===== src/rtl/router_pkg.sv =====
// Shared types and constants for the router output-port receiver.
package router_pkg;

  localparam int unsigned BYTE_W = 8;

  typedef enum logic [1:0] {
    SYNC,
    IDLE,
    RECV
  } rx_state_e;

  typedef struct packed {
    logic              last;
    logic [BYTE_W-1:0] data;
  } rx_entry_t;

endpackage


===== src/rtl/router_rx_fifo.sv =====
// Show-ahead FIFO of rx_entry_t with two ordered push ports and a registered idle head.
module router_rx_fifo
  import router_pkg::*;
#(
  parameter int unsigned Depth = 16
) (
  input  logic      clk_i,
  input  logic      rst_ni,
  input  logic      push_a_i,
  input  rx_entry_t data_a_i,
  input  logic      push_b_i,
  input  rx_entry_t data_b_i,
  input  logic      pop_i,
  output logic      acc_a_o,
  output logic      acc_b_o,
  output rx_entry_t head_o,
  output logic      empty_o
);

  localparam int unsigned PtrW = $clog2(Depth);
  localparam logic [PtrW:0] DepthC = (PtrW+1)'(Depth);

  rx_entry_t         mem_q [Depth];
  rx_entry_t         shown_q;
  logic [PtrW-1:0]   rd_q, rd_d, wr_q, wr_d, wr_b;
  logic [PtrW:0]     cnt_q, cnt_d, space, n_push;
  logic              pop_ok;

  always_comb begin
    empty_o = (cnt_q == '0);
    pop_ok  = pop_i && !empty_o;
    // A pop in the same cycle frees a slot for this cycle's pushes.
    space   = DepthC - cnt_q + {{PtrW{1'b0}}, pop_ok};
    acc_a_o = push_a_i && (space != '0);
    acc_b_o = push_b_i && (space > {{PtrW{1'b0}}, acc_a_o});
    n_push  = {{PtrW{1'b0}}, acc_a_o} + {{PtrW{1'b0}}, acc_b_o};
    cnt_d   = cnt_q + n_push - {{PtrW{1'b0}}, pop_ok};
    wr_b    = wr_q + {{(PtrW-1){1'b0}}, acc_a_o};
    wr_d    = wr_q + n_push[PtrW-1:0];
    rd_d    = rd_q + {{(PtrW-1){1'b0}}, pop_ok};
    // While empty, keep showing the last head so m_data/m_last hold.
    head_o  = empty_o ? shown_q : mem_q[rd_q];
  end

  always_ff @(posedge clk_i) begin
    if (acc_a_o) mem_q[wr_q] <= data_a_i;
    if (acc_b_o) mem_q[wr_b] <= data_b_i;
  end

  always_ff @(posedge clk_i or negedge rst_ni) begin
    if (!rst_ni) begin
      rd_q    <= '0;
      wr_q    <= '0;
      cnt_q   <= '0;
      shown_q <= '0;
    end else begin
      rd_q  <= rd_d;
      wr_q  <= wr_d;
      cnt_q <= cnt_d;
      if (!empty_o) shown_q <= mem_q[rd_q];
    end
  end

endmodule


===== src/rtl/router_port_receiver.sv =====
// Bit-serial to byte-stream receiver for one router output port.
module router_port_receiver
  import router_pkg::*;
#(
  parameter int unsigned FIFO_DEPTH = 16,
  parameter int unsigned CNT_W      = 16
) (
  input  logic              clk,
  input  logic              reset_n,
  input  logic              dout,
  input  logic              frameo_n,
  input  logic              valido_n,
  output logic [BYTE_W-1:0] m_data,
  output logic              m_last,
  output logic              m_valid,
  input  logic              m_ready,
  output logic [CNT_W-1:0]  pkt_count,
  output logic              err_align,
  output logic              err_ovf,
  output logic              err_proto,
  input  logic              err_clr
);

  rx_state_e         state_q, state_d;
  logic [2:0]        bitcnt_q, bitcnt_d;
  logic [BYTE_W-1:0] shift_q, shift_d, hold_q, hold_d, new_byte;
  logic              hold_full_q, hold_full_d, byte_done;
  logic [CNT_W-1:0]  pkt_count_q;
  logic              err_align_q, err_ovf_q, err_proto_q;
  logic              set_align, set_proto, cnt_inc;
  logic              push_a, push_b, acc_a, acc_b, empty;
  rx_entry_t         entry_a, entry_b, head;

  always_comb begin
    state_d     = state_q;
    bitcnt_d    = bitcnt_q;
    shift_d     = shift_q;
    hold_d      = hold_q;
    hold_full_d = hold_full_q;
    new_byte    = shift_q;
    byte_done   = 1'b0;
    push_a      = 1'b0;
    push_b      = 1'b0;
    entry_a     = '0;
    entry_b     = '0;
    cnt_inc     = 1'b0;
    set_align   = 1'b0;
    set_proto   = 1'b0;
    unique case (state_q)
      SYNC: if (frameo_n) state_d = IDLE;
      IDLE: begin
        if (!frameo_n) begin
          state_d     = RECV;
          bitcnt_d    = 3'd0;
          hold_full_d = 1'b0;
          if (!valido_n) begin
            shift_d[0] = dout;
            bitcnt_d   = 3'd1;
          end
        end else if (!valido_n) begin
          set_proto = 1'b1;
        end
      end
      RECV: begin
        if (!valido_n) begin
          new_byte[bitcnt_q] = dout;
          shift_d            = new_byte;
          bitcnt_d           = bitcnt_q + 3'd1;
          byte_done          = (bitcnt_q == 3'd7);
        end
        if (byte_done) begin
          if (hold_full_q) begin
            push_a  = 1'b1;
            entry_a = '{last: 1'b0, data: hold_q};
          end
          hold_d      = new_byte;
          hold_full_d = 1'b1;
        end
        if (frameo_n) begin
          state_d = IDLE;
          if (hold_full_d) begin
            cnt_inc = 1'b1;
            // A final bit that completes a byte can flush two entries at once.
            if (push_a) begin
              push_b  = 1'b1;
              entry_b = '{last: 1'b1, data: hold_d};
            end else begin
              push_a  = 1'b1;
              entry_a = '{last: 1'b1, data: hold_d};
            end
          end
          set_align   = (bitcnt_d != 3'd0);
          hold_full_d = 1'b0;
        end
      end
      default: state_d = SYNC;
    endcase
  end

  always_ff @(posedge clk or negedge reset_n) begin
    if (!reset_n) begin
      state_q     <= SYNC;
      bitcnt_q    <= '0;
      shift_q     <= '0;
      hold_q      <= '0;
      hold_full_q <= 1'b0;
      pkt_count_q <= '0;
      err_align_q <= 1'b0;
      err_ovf_q   <= 1'b0;
      err_proto_q <= 1'b0;
    end else begin
      state_q     <= state_d;
      bitcnt_q    <= bitcnt_d;
      shift_q     <= shift_d;
      hold_q      <= hold_d;
      hold_full_q <= hold_full_d;
      if (cnt_inc) pkt_count_q <= pkt_count_q + CNT_W'(1);
      err_align_q <= set_align | (err_align_q & ~err_clr);
      err_ovf_q   <= (push_a & ~acc_a) | (push_b & ~acc_b) | (err_ovf_q & ~err_clr);
      err_proto_q <= set_proto | (err_proto_q & ~err_clr);
    end
  end

  router_rx_fifo #(
    .Depth (FIFO_DEPTH)
  ) u_fifo (
    .clk_i    (clk),
    .rst_ni   (reset_n),
    .push_a_i (push_a),
    .data_a_i (entry_a),
    .push_b_i (push_b),
    .data_b_i (entry_b),
    .pop_i    (m_ready),
    .acc_a_o  (acc_a),
    .acc_b_o  (acc_b),
    .head_o   (head),
    .empty_o  (empty)
  );

  assign m_data    = head.data;
  assign m_last    = head.last;
  assign m_valid   = !empty;
  assign pkt_count = pkt_count_q;
  assign err_align = err_align_q;
  assign err_ovf   = err_ovf_q;
  assign err_proto = err_proto_q;

endmodule


===== config.mk =====
export PLATFORM = sky130hd
export DESIGN_NAME = router_port_receiver
export DESIGN_NICKNAME = d
export VERILOG_FILES = /design/src/rtl/router_pkg.sv /design/src/rtl/router_rx_fifo.sv /design/src/rtl/router_port_receiver.sv
export SDC_FILE = /design/constraint.sdc
export NUM_CORES = 1
export LEC_CHECK = 0
export CAP_MARGIN = 0
export CELL_PAD_IN_SITES_DETAIL_PLACEMENT = 0
export CELL_PAD_IN_SITES_GLOBAL_PLACEMENT = 1
export CORE_AREA = 2 2 185 114
export CTS_BUF_LIST = sky130_fd_sc_hd__clkbuf_8 sky130_fd_sc_hd__clkbuf_16
export DETAILED_ROUTE_END_ITERATION = 7
export DIE_AREA = 0 0 187 116
export GPL_TIMING_DRIVEN = 1
export PLACE_DENSITY = 0.92
export SLEW_MARGIN = 20
export SYNTH_ARGS = -nofsm -noshare
export SYNTH_HDL_FRONTEND = slang
export SYNTH_SLANG_ARGS = --single-unit

===== constraint.sdc =====
create_clock -name clk -period 10.8 [get_ports clk]
set_clock_uncertainty 0.15 [all_clocks]
set_input_delay 2.7 -clock clk [delete_from_list [all_inputs] [get_ports clk]]
set_output_delay 2.7 -clock clk [all_outputs]
set_load 0.02 [all_outputs]

==> results by group <==
Global route
  – Gr ovfl total: 0
  – GRT Util Overall: 0.257
  – Vias in the first global route: 7139
  – Initial antenna violation count: 1
  – Largest net degree at the start of global routing: between 60 and 70
  – Global-route wire length before repair: between 40000 and 50000 microns

Clock tree
  – Setup bufs post-CTS: 0
  – Root buf cell: clkbuf_16
  – CTS Buf Count: 20
  – CTS max path bufs: 3
  – CTS clk-pin slew, worst paths: approximately 0.060 ns
  – Skew-Pair Late Insertion Delay: 0.51 ns
  – CTS tree: yes
  – Clk sinks: 207
  – Post-CTS Hold Fix Bufs: 0
  – # H-tree levels: 1
  – Post_cts resized: 0

Detailed routing
  – Number of remaining DRC errors: 0
  – Via density: 6.45
  – ANT nets after route: 0
  – Routed wire length: 27500 microns
  – Violation count after the first detailed-route iteration: ~840
  – First drt pass iteration count: 5
  – WL/cell: 24.5 microns
  – Via count: 7242

Critical path
  – Cell Chain, Critical Path: clkdlybuf4s50_1 > nand2_1 > ha_1 > inv_1 > ha_1 > nand2_1 > xnor2_1 > or2_1 > nor3_2 > nor2_1 > ha_1 > nor2_1 > buf_4 > nor3_2 > a21oi_1 > ha_1 > inv_1 > ha_1 > fa_1 > inv_1 > a21oi_1 > nor2_1 > nor2_1 > xnor2_1
  – Slowest Stage Delay on Critical Path: 0.75 ns
  – R2R Path Start: u_fifo.cnt_q[3]
  – Top cell by count, worst path: ha_1
  – Startpoint types: input pin
  – Crit Path Category: in -> reg
  – Slowest cell on the critical path: nor3_2
  – Critical Path Start: m_ready
  – Critical path data required time: 11.03 ns
  – Worst EP arrival: ~8.6 ns
  – CP max FO: 16
  – Critical Path Sink Type: register

Floorplanning
  – Initial Utilization: 0.548
  – I/O pins: 36
  – Standard-cell row count: 40
  – Die height: 116 microns
  – Chip Width: 187 microns
  – Die area: between 20000 and 25000 sq um
  – Core ar.: 19900 sq um

Synth
  – Main flop type after synthesis: edfxtp_1
  – Asr flop ratio synth: 0.304
  – Top cell type's share of synthesized area: 0.397
  – Post-Syn Area: 10900 sq um
  – Avg Inst Size Synth: 13.4 sq um
  – Synth Register Bits: ~210
  – Sequential area share after synthesis: 0.542
  – Leading area contributor after synthesis: edfxtp_1
  – Number of synthesized flops with an enable pin: 144
  – Synth unique cells: 59
  – Synthesized instance count: 814
  – Post-Syn Nets: between 800 and 900
  – Synth area leaders: edfxtp_1 (40%), dfrtp_1 (14%), mux2i_1 (13%)
  – Warning count from the yosys run: 0

STA
  – Final Hold Viols: 0
  – Worst slew pin tran: 1.12 ns
  – Final WS setup: 2.46 ns
  – RSZ-0062 raised after global routing: false
  – Fmax: 0.120 GHz
  – Post-layout min period: 8.34 ns
  – Final worst-path cycle share: 0.772
  – Setup violations, final: 0
  – Hold_ws: 0.330 ns
  – Max-slew headroom: 0.252
  – Max-slew violations: 0
  – Setup_tns: 0 ns

Pwr
  – Pleak: 0.00469 uW
  – PwrDens: 184 nW/um^2
  – VDD IR max: between 150 and 200 uV
  – Tot Pwr: 2260 uW

Placement
  – Final GP Congestion: 0.948
  – Pre-CTS setup slack: 1.99 ns
  – DP Wirelength: roughly 19000 microns
  – PortBufs: 35

Cells and area
  – Fin util: 0.620
  – Area grow syn2layout: 13.3%
  – Layout net count: 867
  – Layout cell share with drive strength beyond 1: 0.161
  – Number of diodes: 0

Hold path
  – Min-Delay Startpoint: pkt_count[15]
  – Hold Crit Class: reg -> reg

Run status
  – Result of the run: completed

Run
  – Max Cap Viol: 0
==> cell usage after synthesis, types with 11 or more instances <==
library cell / n
a21oi_1: 19
buf_2: 37
clkbuf_1: 25
dfrtp_1: 63
edfxtp_1: 144
ha_1: 22
inv_1: 29
mux2i_1: 138
mux4_2: 36
nand2_1: 49
nand2b_1: 13
nor2_1: 33
nor2b_1: 13
o21ai_0: 16
o22ai_1: 19
o311ai_0: 11
xnor2_1: 17
==> power by group <==
| group | internal (uW) | leakage, uW | switching [uW] |
|---|---|---|---|
| registers | 896 | 0.00198 | 58.5 |
| logic | 242 | 0.00240 | 398 |
| clock network | 374 | 0.000313 | 297 |
==> final timing paths <==
path | cells past startpoint | slack, ns | end
setup reg to reg | 26 | 3.55 | u_fifo.cnt_q[4]
hold reg to reg | 1 | 0.33 | pkt_count[15]
max in group asynchronous | 2 | 7.68 | u_fifo.rd_q[0]
hold / removal | 1 | 0.33 | pkt_count[15]
min in group asynchronous | 2 | 2.24 | u_fifo.rd_q[3]
setup / recovery | 24 | 2.46 | u_fifo.cnt_q[4]
==> cell usage in the layout (no fill, tap or decap), types with 16 or more instances in the layout <==
| cell | count |
|---|---|
| edfxtp_1 | 144 |
| mux2i_1 | 138 |
| dfrtp_1 | 62 |
| nand2_1 | 49 |
| mux4_2 | 36 |
| clkdlybuf4s50_1 | 34 |
| inv_1 | 33 |
| nor2_1 | 33 |
| buf_4 | 32 |
| ha_1 | 22 |
| clkbuf_16 | 21 |
| a21oi_1 | 19 |
| o22ai_1 | 19 |
| xnor2_1 | 17 |
| o21ai_0 | 16 |
==> routing by layer <==
| layer | GRT usage | routed length, microns | share of wire | vias to the layer above |
|---|---|---|---|---|
| li1 | - | - | - | 3168 |
| met1 | 0.379 | 12100 | 0.44 | 3684 |
| met2 | 0.394 | 12200 | 0.44 | 349 |
| met3 | 0.0651 | 2810 | 0.10 | 41 |
| met4 | 0.0471 | 415 | 0.015 | 0 |
| met5 | 0 | 0 | 0 | - |
==> sequential cells by signal, indices dropped and copies added (netlist names), 3 cells and up <==
| signal | count |
|---|---|
| u_fifo.wr_q | 4 |
| hold_q | 8 |
| u_fifo.shown_q | 9 |
| u_fifo.mem_q | 144 |
| u_fifo.rd_q | 4 |
| u_fifo.cnt_q | 5 |
| pkt_count | 16 |
| shift_q | 8 |
| bitcnt_q | 3 |
==> layout make-up <==
| type | instances | area (sq um) |
|---|---|---|
| fillers | 1466 | 7540 |
| multi-input cells | 511 | 4780 |
| well taps | 273 | 342 |
| repair buffers | 67 | 586 |
| clock buffers | 21 | 526 |
| inverters | 29 | 109 |
| flip-flops and latches | 207 | 5900 |
| clock inverters | 14 | 85.1 |
==> cells by family after synthesis <==
kind of cell	synth area share
flops	0.542
mux	0.213
simple gates	0.0778
compound gates	0.0805
buf+inv	0.0381
xor+xnor	0.0193
fa+ha+maj	0.0290
==> per-stage QoR <==
| stage | cell area (sq um) | std cells |
|---|---|---|
| after floorplan | 10900 | 814 |
| after global routing | 12300 | 1122 |
| final | 12300 | 1122 |
| after global placement | 11600 | 1087 |
| after CTS | 12300 | 1122 |
| after detailed placement | 11700 | 1087 |
==> worst max-delay path: cells and delay by family <==
kind,cells,cell delay (ns)
simple gates,9,2.59
fa+ha+maj,6,1.80
buf+inv,5,0.90
xor+xnor,2,0.28
compound gates,2,0.26
Note: power is estimated with default switching activity, not from simulation.
